File: src/rtl/disp_pkg.sv
// Shared definitions for the display path: BCD digit type, limits and the
// anode "off" level used by the scanner and the decoder.
package disp_pkg;

    localparam int DIGIT_W = 4;
    localparam logic [DIGIT_W-1:0] BCD_MAX = 4'd9;

    // Anodes are active-low: a high level switches a digit off.
    localparam logic AN_OFF = 1'b1;

    typedef logic [DIGIT_W-1:0] bcd_digit_t;

    // True when the nibble is a legal decimal digit.
    function automatic logic is_bcd(input bcd_digit_t nibble);
        return (nibble <= BCD_MAX);
    endfunction

endpackage

File: src/rtl/disp_scan_tick_gen.sv
// Free-running divider: counts 0..DIV-1 and raises tick during the last count.
// Used by the display scanner and reusable by other slow timing logic.
module tick_gen #(
    parameter int DIV = 27000
) (
    input  logic clk,
    input  logic rst,
    output logic tick
);

    localparam int CW = (DIV > 1) ? $clog2(DIV) : 1;

    logic [CW-1:0] cnt_reg;

    assign tick = (cnt_reg == CW'(DIV - 1));

    // Wrapping refresh counter; the wrap happens on the tick cycle.
    always_ff @(posedge clk) begin
        if (rst) begin
            cnt_reg <= '0;
        end else if (tick) begin
            cnt_reg <= '0;
        end else begin
            cnt_reg <= cnt_reg + 1'b1;
        end
    end

endmodule

File: src/rtl/disp_scan.sv
// Multiplexed 7-segment scanner: holds a packed BCD value, steps through its
// digits once per refresh tick and drives the decoder input and the
// active-low anode lines, with optional leading-zero blanking.
module disp_scan
    import disp_pkg::*;
#(
    parameter int N_DIGITS    = 4,
    parameter int REFRESH_DIV = 27000
) (
    input  logic                        clk,
    input  logic                        rst,
    input  logic                        load_i,
    input  logic [DIGIT_W*N_DIGITS-1:0] bcd_i,
    input  logic                        blank_lz_i,
    output logic [DIGIT_W-1:0]          w_o,
    output logic [N_DIGITS-1:0]         an_o,
    output logic                        err_o
);

    localparam int IW = (N_DIGITS > 1) ? $clog2(N_DIGITS) : 1;

    logic                        tick;
    logic [IW-1:0]               idx_reg;
    logic [DIGIT_W*N_DIGITS-1:0] shadow_reg;
    bcd_digit_t                  w_reg;
    logic [N_DIGITS-1:0]         an_reg;
    logic                        err_reg;

    bcd_digit_t                  digit      [N_DIGITS];
    logic [N_DIGITS-1:0]         nib_ok;
    logic [N_DIGITS:0]           upper_zero;
    logic [N_DIGITS-1:0]         lz_vec;
    logic                        load_ok;
    logic                        blank_now;
    logic [N_DIGITS-1:0]         one_hot;
    logic [N_DIGITS-1:0]         an_next;

    tick_gen #(
        .DIV (REFRESH_DIV)
    ) u_tick (
        .clk  (clk),
        .rst  (rst),
        .tick (tick)
    );

    // upper_zero[k] is set when shadow digits N_DIGITS-1 down to k are all zero;
    // the chain is seeded with 1 above the most significant digit.
    assign upper_zero[N_DIGITS] = 1'b1;

    generate
        for (genvar gi = 0; gi < N_DIGITS; gi++) begin : g_digit
            assign digit[gi]      = shadow_reg[gi*DIGIT_W +: DIGIT_W];
            assign nib_ok[gi]     = is_bcd(bcd_i[gi*DIGIT_W +: DIGIT_W]);
            assign upper_zero[gi] = (digit[gi] == '0) && upper_zero[gi+1];
        end
    endgenerate

    assign lz_vec    = upper_zero[N_DIGITS-1:0];
    assign load_ok   = &nib_ok;
    // Digit 0 is never blanked so a zero value still shows "0".
    assign blank_now = blank_lz_i && (idx_reg != '0) && lz_vec[idx_reg];
    assign one_hot   = N_DIGITS'(1) << idx_reg;
    assign an_next   = blank_now ? {N_DIGITS{AN_OFF}} : ~one_hot;

    // Scan index, shadow capture and registered display outputs.
    always_ff @(posedge clk) begin
        if (rst) begin
            idx_reg    <= '0;
            shadow_reg <= '0;
            w_reg      <= '0;
            an_reg     <= {N_DIGITS{AN_OFF}};
            err_reg    <= 1'b0;
        end else begin
            if (tick) begin
                idx_reg <= (idx_reg == IW'(N_DIGITS - 1)) ? '0 : idx_reg + 1'b1;
            end
            if (load_i && load_ok) begin
                shadow_reg <= bcd_i;
            end
            // Outputs follow the index and shadow as they stood before this edge.
            w_reg   <= digit[idx_reg];
            an_reg  <= an_next;
            err_reg <= load_i && !load_ok;
        end
    end

    assign w_o   = w_reg;
    assign an_o  = an_reg;
    assign err_o = err_reg;

endmodule

File: config.mk
export PLATFORM = sky130hd
export DESIGN_NAME = disp_scan
export DESIGN_NICKNAME = d
export VERILOG_FILES = /design/src/rtl/disp_pkg.sv /design/src/rtl/disp_scan_tick_gen.sv /design/src/rtl/disp_scan.sv
export SDC_FILE = /design/constraint.sdc
export NUM_CORES = 1
export LEC_CHECK = 0
export ABC_AREA = 1
export BUFFER_PORTS_ARGS = -buffer_cell sky130_fd_sc_hd__buf_2
export CORE_UTILIZATION = 59
export CTS_BUF_LIST = sky130_fd_sc_hd__clkbuf_2
export DETAILED_ROUTE_END_ITERATION = 8
export PLACE_DENSITY_LB_ADDON = 0.2
export SYNTH_ARGS = -nofsm -noshare
export SYNTH_HDL_FRONTEND = slang
export SYNTH_SLANG_ARGS = --single-unit
File: constraint.sdc
create_clock -name clk -period 1.4 [get_ports clk]
set_input_delay 0.28 -clock clk [delete_from_list [all_inputs] [get_ports clk]]
set_output_delay 0.28 -clock clk [all_outputs]
set_load 0.1 [all_outputs]
==> results by group, run 1 <==
Timing
  – Final Skew: 0.0208 ns
  – Hold WS: 0.0719 ns
  – Fmax: 0.749 GHz
  – Minimum clock period: 1.34 ns
  – Final setup violation count: 0
  – Slew Viols, Final: 0
  – Tcrit/Tclk final: 0.954
  – Worst Tran Pin Value: 0.281 ns
  – Slew HR: 0.812
  – Fin. Hold Viols: 0

Yosys
  – Count of cell types in the netlist: 24
  – Synth Area in XOR/XNOR: 0.0345
  – Synth Area in Compound Gates: 0.112
  – Post-Synthesis Cells: 291
  – Adder-Cell Fraction of Synth Area: 0.0308
  – Yosys warns: 0
  – Register area share after synthesis: 0.414
  – Synthesized area per cell: 6.97 um^2
  – Post-synth top area share: 0.414
  – Synthesized area: 0.00203 mm^2
  – Mux cell area share after synthesis: 0
  – Synth area leaders: dfxtp_1 (41%), nor2_1 (11%), nand2_1 (8.7%)
  – Synth area leader: dfxtp_1
  – Main combinational cell family by area after synthesis: simple AND/OR/NAND/NOR gates
  – Post-Synth Simple-Gate Area: 0.314
  – Synth Register Bits: 42
  – Synth Net Count: 316

CTS
  – Clk buf depth: 2
  – Hold buffers post-CTS: 0
  – CTS root buf: clkbuf_2
  – Htree depth: 2
  – Clock sinks: 42
  – TritonCTS clock tree: built
  – CTS Buf Count: 5
  – Worst-skew pair later-pin latency: 0.41 ns
  – Clock slew at reported path FFs: 0.20 ns

Outcome
  – Status: finished, final reports clean

Floorplanning
  – Height of the chip: 60.7 um
  – Die area: 0.00368 mm^2
  – Initial core utilization: 0.644
  – IO Pins: 29
  – CORE AREA: 0.00315 mm^2
  – Die X: 60.7 um
  – # rows: 20

Placement
  – Input/output buffers: 28
  – Detail Placement HPWL: 2960 um
  – Final GP Congestion: 0.835

Pwr
  – Pwr/cell area: 851 mW/mm^2
  – Power Total: 2.05 mW
  – Max rail drop VDD: 0.727 mV
  – Leak: 1.03 nW

Final layout
  – # nets final: 353
  – Max FFs per register: 16
  – Ant. Diodes: 0
  – Layout cells sized above 1: 0.204
  – Layout area overhead: 18.8%

Global routing
  – Total GRT Usage: 0.254
  – Gr ovfl total: 0
  – Largest net degree at the start of global routing: 34
  – Antenna violations before repair: 0
  – Via count of the first global-routing pass: 1568
  – First-pass GRT wire length: 6900 um

Drt
  – Iter 0 DRT Violations: 78
  – Detailed Routing Iterations Pass 1: 4
  – DR vias: 1882
  – WL/cell: 11.3 um
  – Final antenna-violating net count: 0
  – DR vias/cell: 5.05
  – Remaining DRCs: 0
  – Final wirelength: 4210 um

Critical path
  – Setup CP Type: reg -> reg
  – Startpoint Class: flop
  – Worst-path maximum fanout: 15
  – Worst path required time: 1.73 ns
  – Nature of the critical path endpoint: flop
  – Arr. time, crit path: 1.66 ns

Run
  – Max-cap viol count: 0

Min path
  – Hold crit path type: in -> reg
==> cells in the final DEF, fill, tap and decap left out, types with 2 or more instances in the layout <==
| cell type | synthesis | layout |
|---|---|---|
| clkbuf_2 | 0 | 5 |
| buf_2 | 0 | 19 |
| nor2_2 | 3 | 2 |
| buf_4 | 3 | 20 |
| nor2_1 | 57 | 56 |
| buf_12 | 0 | 3 |
| inv_1 | 34 | 34 |
| nand2_2 | 2 | 3 |
| nand3_1 | 25 | 24 |
| a21oi_1 | 29 | 28 |
| dfxtp_1 | 42 | 40 |
| ha_1 | 5 | 4 |
| dfxtp_2 | 0 | 2 |
| xor2_1 | 4 | 4 |
| xnor2_1 | 4 | 4 |
| nor3_1 | 3 | 2 |
| nand2_1 | 47 | 46 |
| nor3_2 | 2 | 3 |
| nor2_4 | 1 | 3 |
| o21ai_0 | 12 | 12 |
| nand4_1 | 5 | 5 |
==> where the power goes <==
group	internal (mW)	switching (mW)	leakage (nW)
clock network	0.114	0.388	0.0264
logic	0.111	0.178	0.657
registers	1.23	0.0264	0.342
total	1.46	0.592	1.03
==> worst max-delay path, stage by stage (launching register included) <==
cell and delay, ns:
dfxtp_2 0.40, ha_4 0.15, nand2_2 0.08, nor3_2 0.12, nand2_1 0.13, o21ai_4 0.17, buf_12 0.16, nor2_1 0.05
==> cell type report <==
| cell class | count | area, um^2 |
|---|---|---|
| multi-input combinational | 203 | 1040 |
| sequential | 42 | 843 |
| fill | 264 | 742 |
| timing repair buffer | 42 | 305 |
| inverter | 34 | 128 |
| tap | 44 | 55.1 |
| clock buffer | 5 | 25.0 |
| clock inverter | 3 | 16.3 |
==> repair_timing <==
item | 4_1_cts | 5_1_grt
hold endpoints to repair | 0 | 0
gates resized for setup | 13 | 7
setup buffers | 0 | 2
pin swaps | 1 | 4
setup endpoints to repair | 26 | 17
==> synthesized netlist by cell type <==
cell type,count
a21oi_1,29
buf_1,2
buf_4,3
buf_6,1
clkbuf_1,6
dfxtp_1,42
ha_1,5
inv_1,34
nand2_1,47
nand2_2,2
nand3_1,25
nand3b_1,1
nand4_1,5
nor2_1,57
nor2_2,3
nor2_4,1
nor3_1,3
nor3_2,2
o21ai_0,12
o21ai_1,1
o21ai_4,1
or2_2,1
xnor2_1,4
xor2_1,4
==> through the flow <==
step / setup TNS (ns) / worst slack [ns] / instances / util / cell area, um^2
finish: 0 / 0.0650 / 373 / 0.765 / 2410
global route: -0.00225 / -0.00225 / 373 / 0.765 / 2410
CTS: 0 / 0.0353 / 371 / 0.749 / 2360
detailed placement: 0 / 0.0288 / 363 / 0.726 / 2290
global placement: 0 / 0.112 / 363 / 0.726 / 2290
floorplan: 0 / 0.0995 / 291 / - / 2030
==> routing by layer <==
layer / up-vias / GRT usage / wire [um]
met4: 0 / 0.0812 / 52
met5: - / 0 / 0
met3: 7 / 0.0789 / 207
met1: 827 / 0.362 / 2170
met2: 52 / 0.366 / 1790
li1: 996 / - / -
==> logic make-up (layout without fill, tap and decap cells) <==
family / count (synthesis) / after routing
buffers and inverters: 46 / 84
AOI/OAI and AO/OA: 43 / 43
xor gates and xnor gates: 8 / 8
DFF: 42 / 42
adders and majority gates: 5 / 5
and+or+nand+nor: 147 / 147
==> worst paths after layout <==
| kind | start | end | slack, ns | cells after the start |
|---|---|---|---|---|
| setup / recovery | u_tick.cnt_reg[0] | u_tick.cnt_reg[7] | 0.06 | 7 |
| hold / removal | rst | w_o[1] | 0.07 | 2 |
| setup reg to reg | u_tick.cnt_reg[0] | u_tick.cnt_reg[7] | 0.06 | 7 |
| hold reg to reg | u_tick.cnt_reg[13] | u_tick.cnt_reg[13] | 0.51 | 2 |
(Power assumes the default switching activity.)
==> inputs of run 2 (changes only) <==
- GPL_TIMING_DRIVEN: default -> 0
==> results by group, run 2 (same netlist as run 1, synthesis figures left out) <==
Outcome
  – Status: finished, final reports clean (unchanged)

Critical path
  – R2R cell count: 7 (unchanged)
  – Count of buffer and inverter cells on the critical path: 1 (unchanged)
  – Setup CP Type: reg -> reg (unchanged)
  – R2R Path Start: u_tick.cnt_reg[1] (was u_tick.cnt_reg[0])
  – Crit path max-delay family: flip-flops (unchanged)
  – Nature of the critical path endpoint: flop (unchanged)
  – Startpoint Class: flop (unchanged)
  – Worst path required time: 1.72 ns (was 1.73 ns)
  – Reg2reg end: u_tick.cnt_reg[9] (was u_tick.cnt_reg[7])
  – Critical-path cell list: ha_4, nand2_4, nor3_4, nand2_2, o21ai_4, buf_6, nor2_1 (was ha_4, nand2_2, nor3_2, nand2_1, o21ai_4, buf_12, nor2_1)
  – Arr. time, crit path: 1.68 ns (was 1.66 ns)
  – Largest stage delay on the critical path: 0.41 ns (was 0.40 ns)
  – Worst-path maximum fanout: 5 (was 15)
  – Worst path slowest cell: dfxtp_2 (unchanged)
  – Reg2reg setup slack: 0.04 ns (was 0.06 ns)

Pwr
  – Leak: 1.05 nW (was 1.03 nW)
  – Power Total: 2.24 mW (was 2.05 mW)
  – Max rail drop VDD: 0.929 mV (was 0.727 mV)
  – Pwr/cell area: 915 mW/mm^2 (was 851 mW/mm^2)

Timing
  – Slew HR: 0.660 (was 0.812)
  – Minimum clock period: 1.36 ns (was 1.34 ns)
  – Slew Viols, Final: 0 (unchanged)
  – Fmax: 0.737 GHz (was 0.749 GHz)
  – Final Skew: 0.0168 ns (was 0.0208 ns)
  – RSZ-0062 raised after global routing: true
  – Worst Tran Pin Value: 0.509 ns (was 0.281 ns)
  – Final setup violation count: 0 (unchanged)
  – Tcrit/Tclk final: 0.970 (was 0.954)
  – Fin. Hold Viols: 0 (unchanged)
  – Setup ws final: 0.0424 ns (was 0.0650 ns)

Global routing
  – Total GRT Usage: 0.258 (was 0.254)
  – First-pass GRT wire length: 6930 um (was 6900 um)
  – Gr ovfl total: 0 (unchanged)
  – Largest net degree at the start of global routing: 14 (was 34)
  – Via count of the first global-routing pass: 1560 (was 1568)
  – Antenna violations before repair: 0 (unchanged)

Final layout
  – Max FFs per register: 16 (unchanged)
  – Commonest non-fill, non-tap cell in the layout: nor2_1 (unchanged)
  – Ant. Diodes: 0 (unchanged)
  – Most frequent cells in the layout: nor2_1 (54), nand2_1 (45), inv_1 (33), dfxtp_1 (33), a21oi_1 (29) (was nor2_1 (56), nand2_1 (46), dfxtp_1 (40), inv_1 (34), a21oi_1 (28))
  – Layout area overhead: 20.8% (was 18.8%)
  – Layout cells sized above 1: 0.225 (was 0.204)
  – Design area: 0.00245 mm^2 (was 0.00241 mm^2)
  – Final std cells w/o fill: 378 (was 373)
  – # nets final: 358 (was 353)

Drt
  – DR vias/cell: 5.15 (was 5.05)
  – Final wirelength: 4560 um (was 4210 um)
  – Iter 0 DRT Violations: 110 (was 78)
  – DR vias: 1948 (was 1882)
  – WL/cell: 12.1 um (was 11.3 um)
  – Detailed Routing Iterations Pass 1: 4 (unchanged)
  – Final antenna-violating net count: 0 (unchanged)
  – Remaining DRCs: 0 (unchanged)

Floorplanning
  – IO Pins: 29 (unchanged)
  – Initial core utilization: 0.644 (unchanged)
  – Height of the chip: 60.7 um (unchanged)
  – Die X: 60.7 um (unchanged)
  – CORE AREA: 0.00315 mm^2 (unchanged)
  – Die area: 0.00368 mm^2 (unchanged)
  – # rows: 20 (unchanged)

CTS
  – Htree depth: 2 (unchanged)
  – Clock slew at reported path FFs: 0.21 ns (was 0.20 ns)
  – CTS root buf: clkbuf_2 (unchanged)
  – Worst-skew pair later-pin latency: 0.40 ns (was 0.41 ns)
  – Clk buf depth: 2 (unchanged)
  – CTS Buf Count: 5 (unchanged)
  – TritonCTS clock tree: built (unchanged)
  – Clock sinks: 42 (unchanged)

Run
  – Max-cap viol count: 0 (unchanged)

Placement
  – Input/output buffers: 27 (was 28)
  – Dpl cells: 362 (was 363)
  – Place WS: -0.0781 ns (was 0.0288 ns)
  – Placed Area: 0.00222 mm^2 (was 0.00229 mm^2)
  – Final GP Congestion: 0.845 (was 0.835)
  – Detail Placement HPWL: 3050 um (was 2960 um)

Min path
  – Hold crit path type: in -> reg (unchanged)
  – Cells on Worst Hold Path: 2 (unchanged)
  – Hold endpoint: w_o[1] (unchanged)
  – Hold Crit Start: rst (unchanged)
-- run 2: cell types whose count changed in the layout (fill, tap and decap cells not counted), moves of 2 or more --
cell / change
dfxtp_1: -7
clkbuf_1: +5
dfxtp_2: +4
buf_12: -3
buf_6: +3
dfxtp_4: +3
buf_1: +2
nor2_1: -2
nor2_2: +2
-- run 2: metrics by stage --
stage               TNS (ns)  hold slack [ns]  utilization
detailed placement     -1.05            0.439        0.704
global placement      -0.685            0.431        0.704
CTS                        0           0.0664        0.749
finish                     0           0.0603        0.778
global route          -0.158           0.0566        0.778
floorplan                  0            0.349            -
-- run 2: worst max-delay path by stage --
stage | cells after the start | end | slack (ns) | startpoint
CTS | 7 | u_tick.cnt_reg[4] | 0.005 | u_tick.cnt_reg[0]
finish | 7 | u_tick.cnt_reg[9] | 0.04 | u_tick.cnt_reg[1]
detailed placement | 7 | u_tick.cnt_reg[10] | -0.08 | u_tick.cnt_reg[0]
floorplan | 7 | u_tick.cnt_reg[10] | 0.1 | u_tick.cnt_reg[0]
global route | 6 | u_tick.cnt_reg[9] | -0.08 | u_tick.cnt_reg[0]
global placement | 7 | u_tick.cnt_reg[7] | -0.06 | u_tick.cnt_reg[0]
-- run 2: final cells by class --
class	instances	area [um^2]
Buffer	11	60.1
Timing Repair Buffer	36	233
Multi-Input combinational cell	203	1050
Inverter	34	131
Clock inverter	3	40.0
Sequential cell	42	860
Clock buffer	5	25.0
Tap cell	44	55.1
Fill cell	270	701
-- run 2: repair_timing --
| item | 4_1_cts | 5_1_grt |
|---|---|---|
| pin swaps | 3 | 6 |
| gates resized for setup | 19 | 18 |
| cloned | 1 | 0 |
| setup buffers | 3 | 5 |
| hold buffers | 0 | 0 |
| endpoints found under the setup margin | 26 | 21 |
-- run 2: layer usage --
metal,wire length [um],track usage,up-vias,part of all wire
li1,-,-,1004,-
met1,2110,0.359,875,0.46
met2,2160,0.407,62,0.47
met3,223,0.0576,7,0.049
met4,63,0.0714,0,0.014
met5,0,0,-,0
-- run 2: worst register-to-register path, delay by kind of cell, from the launching register on --
| family | cells | cell delay [ns] |
|---|---|---|
| AND/OR/NAND/NOR | 4 | 0.33 |
| buffers and inverters | 1 | 0.16 |
| flip-flops | 1 | 0.41 |
| AO/OA/AOI/OAI | 1 | 0.22 |
| adder cells (fa/ha/maj) | 1 | 0.15 |
-- run 2: power breakdown --
part,leakage (nW),total [mW],switching [mW],internal (mW)
clock network,0.0427,0.690,0.394,0.296
registers,0.346,1.26,0.0291,1.23
logic,0.657,0.294,0.184,0.110
total,1.05,2.24,0.607,1.64
==> inputs of run 3 (changes only) <==
- BUFFER_PORTS_ARGS: -buffer_cell sky130_fd_sc_hd__buf_2 -> -buffer_cell sky130_fd_sc_hd__clkbuf_2
==> results by group, run 3 (same netlist as run 1, synthesis figures left out) <==
Outcome
  – Status: finished with violations (was finished, final reports clean)
  – Failing checks: setup timing

Pwr
  – Leak: 1.06 nW (was 1.05 nW)
  – Pwr/cell area: 907 mW/mm^2 (was 915 mW/mm^2)
  – Max rail drop VDD: 0.632 mV (was 0.929 mV)
  – Logic pwr share: 0.132 (was 0.131)
  – Power Total: 2.24 mW (about the same)
  – Sw frac: 0.270 (was 0.271)
  – Power share of the clock group: 0.307 (was 0.308)
  – P_int: 1.64 mW (about the same)
  – P_sw: 0.606 mW (was 0.607 mW)
  – Sequential share of power: 0.561 (about the same)

Placement
  – Final GP Congestion: 0.831 (was 0.845)
  – Detail Placement HPWL: 3010 um (was 3050 um)
  – Dpl cells: 362 (unchanged)
  – Input/output buffers: 27 (unchanged)
  – Place WS: -0.0721 ns (was -0.0781 ns)

Global routing
  – First-pass GRT wire length: 7330 um (was 6930 um)
  – Largest net degree at the start of global routing: 14 (unchanged)
  – Gr ovfl total: 0 (unchanged)
  – Antenna violations before repair: 0 (unchanged)
  – Total GRT Usage: 0.269 (was 0.258)
  – Via count of the first global-routing pass: 1671 (was 1560)

CTS
  – CTS root buf: clkbuf_2 (unchanged)
  – TritonCTS clock tree: built (unchanged)
  – Clock sinks: 42 (unchanged)
  – Clock slew at reported path FFs: 0.20 ns (was 0.21 ns)
  – Htree depth: 2 (unchanged)
  – Clk buf depth: 2 (unchanged)
  – Hold buffers post-CTS: 0 (unchanged)
  – CTS Buf Count: 5 (unchanged)
  – Worst-skew pair later-pin latency: 0.40 ns (about the same)

Run
  – Max-cap viol count: 0 (unchanged)

Timing
  – Fmax: 0.711 GHz (was 0.737 GHz)
  – Tcrit/Tclk final: 1.00 (was 0.970)
  – Final Skew: 0.00721 ns (was 0.0168 ns)
  – Slew HR: 0.684 (was 0.660)
  – Fin. Hold Viols: 0 (unchanged)
  – Minimum clock period: 1.41 ns (was 1.36 ns)
  – Setup TNS Final: -0.00692 ns (was 0 ns)
  – Slew Viols, Final: 0 (unchanged)
  – RSZ-0062 raised after global routing: true (unchanged)
  – Setup ws final: -0.00692 ns (was 0.0424 ns)
  – Final setup violation count: 1 (was 0)
  – Worst Tran Pin Value: 0.474 ns (was 0.509 ns)

Critical path
  – Largest stage delay on the critical path: 0.40 ns (was 0.41 ns)
  – Setup CP Type: reg -> reg (unchanged)
  – Count of buffer and inverter cells on the critical path: 1 (unchanged)
  – Nature of the critical path endpoint: flop (unchanged)
  – Arr. time, crit path: 1.73 ns (was 1.68 ns)
  – Worst path required time: 1.72 ns (about the same)
  – Worst-path maximum fanout: 5 (unchanged)
  – Crit path max-delay family: flip-flops (unchanged)
  – Worst path slowest cell: dfxtp_2 (unchanged)
  – Startpoint Class: flop (unchanged)
  – Critical-path cell list: ha_4, nand2_4, nor3_2, nand2_2, o21ai_4, buf_4, nor2_1 (was ha_4, nand2_4, nor3_4, nand2_2, o21ai_4, buf_6, nor2_1)

Drt
  – DR vias: 1991 (was 1948)
  – Final wirelength: 4680 um (was 4560 um)
  – WL/cell: 12.3 um (was 12.1 um)
  – Remaining DRCs: 0 (unchanged)
  – Detailed Routing Iterations Pass 1: 5 (was 4)
  – Final antenna-violating net count: 0 (unchanged)
  – Iter 0 DRT Violations: 122 (was 110)
  – DR vias/cell: 5.24 (was 5.15)

Floorplanning
  – Initial core utilization: 0.644 (unchanged)
  – Die area: 0.00368 mm^2 (unchanged)
  – # rows: 20 (unchanged)
  – Die X: 60.7 um (unchanged)
  – Height of the chip: 60.7 um (unchanged)
  – CORE AREA: 0.00315 mm^2 (unchanged)
  – IO Pins: 29 (unchanged)

Final layout
  – Layout cells sized above 1: 0.229 (was 0.225)
  – Seq. cell area: 855 um^2 (was 860 um^2)
  – Fill count: 248 (was 270)
  – Max FFs per register: 16 (unchanged)
  – Layout area overhead: 21.9% (was 20.8%)
  – Commonest non-fill, non-tap cell in the layout: nor2_1 (unchanged)
  – # nets final: 360 (was 358)
  – Final std cells w/o fill: 380 (was 378)
  – Most frequent cells in the layout: nor2_1 (54), nand2_1 (45), dfxtp_1 (35), inv_1 (33), a21oi_1 (29) (was nor2_1 (54), nand2_1 (45), inv_1 (33), dfxtp_1 (33), a21oi_1 (29))
  – Ant. Diodes: 0 (unchanged)
  – Area of the multi-input gates: 0.00106 mm^2 (was 0.00105 mm^2)

Min path
  – Hold crit path type: in -> reg (unchanged)
-- run 3: changes by cell type in the layout (fill, tap and decap cells not counted), moves of 2 or more --
| cell | before | now |
|---|---|---|
| buf_2 | 18 | 0 |
| buf_4 | 19 | 17 |
| clkbuf_2 | 5 | 23 |
| clkbuf_4 | 0 | 4 |
| dfxtp_1 | 33 | 35 |
-- run 3: path summary, 6_finish.rpt --
| path | from | to | slack (ns) | cells past startpoint |
|---|---|---|---|---|
| min | rst | w_o[1] | 0.07 | 2 |
| min reg2reg | u_tick.cnt_reg[14] | u_tick.cnt_reg[14] | 0.50 | 2 |
| max reg2reg | u_tick.cnt_reg[1] | u_tick.cnt_reg[3] | -0.007 | 7 |
| max | u_tick.cnt_reg[1] | u_tick.cnt_reg[3] | -0.007 | 7 |
-- run 3: worst register-to-register path: cells and delay by family, from the launching register on --
kind                       cells  cell delay, ns
DFF                            1            0.40
and+or+nand+nor                4            0.38
AOI/OAI and AO/OA              1            0.22
buffers and inverters          1            0.18
adders and majority gates      1            0.15
-- run 3: power groups by stage --
| stage | Combinational [mW] | Clock [mW] | Sequential (mW) |
|---|---|---|---|
| 2_1_floorplan | 0.152 | 0 | 1.32 |
| 3_3_place_gp | 0.262 | 0 | 1.28 |
| 3_5_place_dp | 0.265 | 0 | 1.28 |
| 4_1_cts | 0.283 | 0.701 | 1.26 |
| 5_1_grt | 0.329 | 0.750 | 1.26 |
| 6_report | 0.296 | 0.690 | 1.26 |
-- run 3: per-stage QoR --
step	hold WS [ns]	util	area, um^2
6_report	0.0718	0.785	2470
5_1_grt	0.0568	0.785	2470
4_1_cts	0.0576	0.751	2370
3_5_place_dp	0.444	0.704	2220
3_3_place_gp	0.431	0.704	2220
2_1_floorplan	0.349	-	2030
-- run 3: timing repair --
action,in CTS,in global routing
resized for setup,21,20
pin swaps,3,6
gates cloned,1,0
endpoints found under the hold margin,0,0
endpoints found under the setup margin,26,25
setup buffers,3,7
-- run 3: cell type report --
| class | instances | area share |
|---|---|---|
| clock buffers | 5 | 0.0101 |
| flip-flops and latches | 42 | 0.345 |
| inverters | 34 | 0.0531 |
| clock inverters | 3 | 0.0162 |
| repair buffers | 38 | 0.100 |
| multi-input cells | 203 | 0.428 |
| well taps | 44 | 0.0223 |
| plain buffers | 11 | 0.0243 |
-- run 3: per-layer routing --
layer,wire length [um],up-vias,GRT usage
met2,2220,83,0.419
li1,-,1010,-
met1,2060,887,0.372
met3,305,11,0.0640
met4,95,0,0.0812
met5,0,-,0
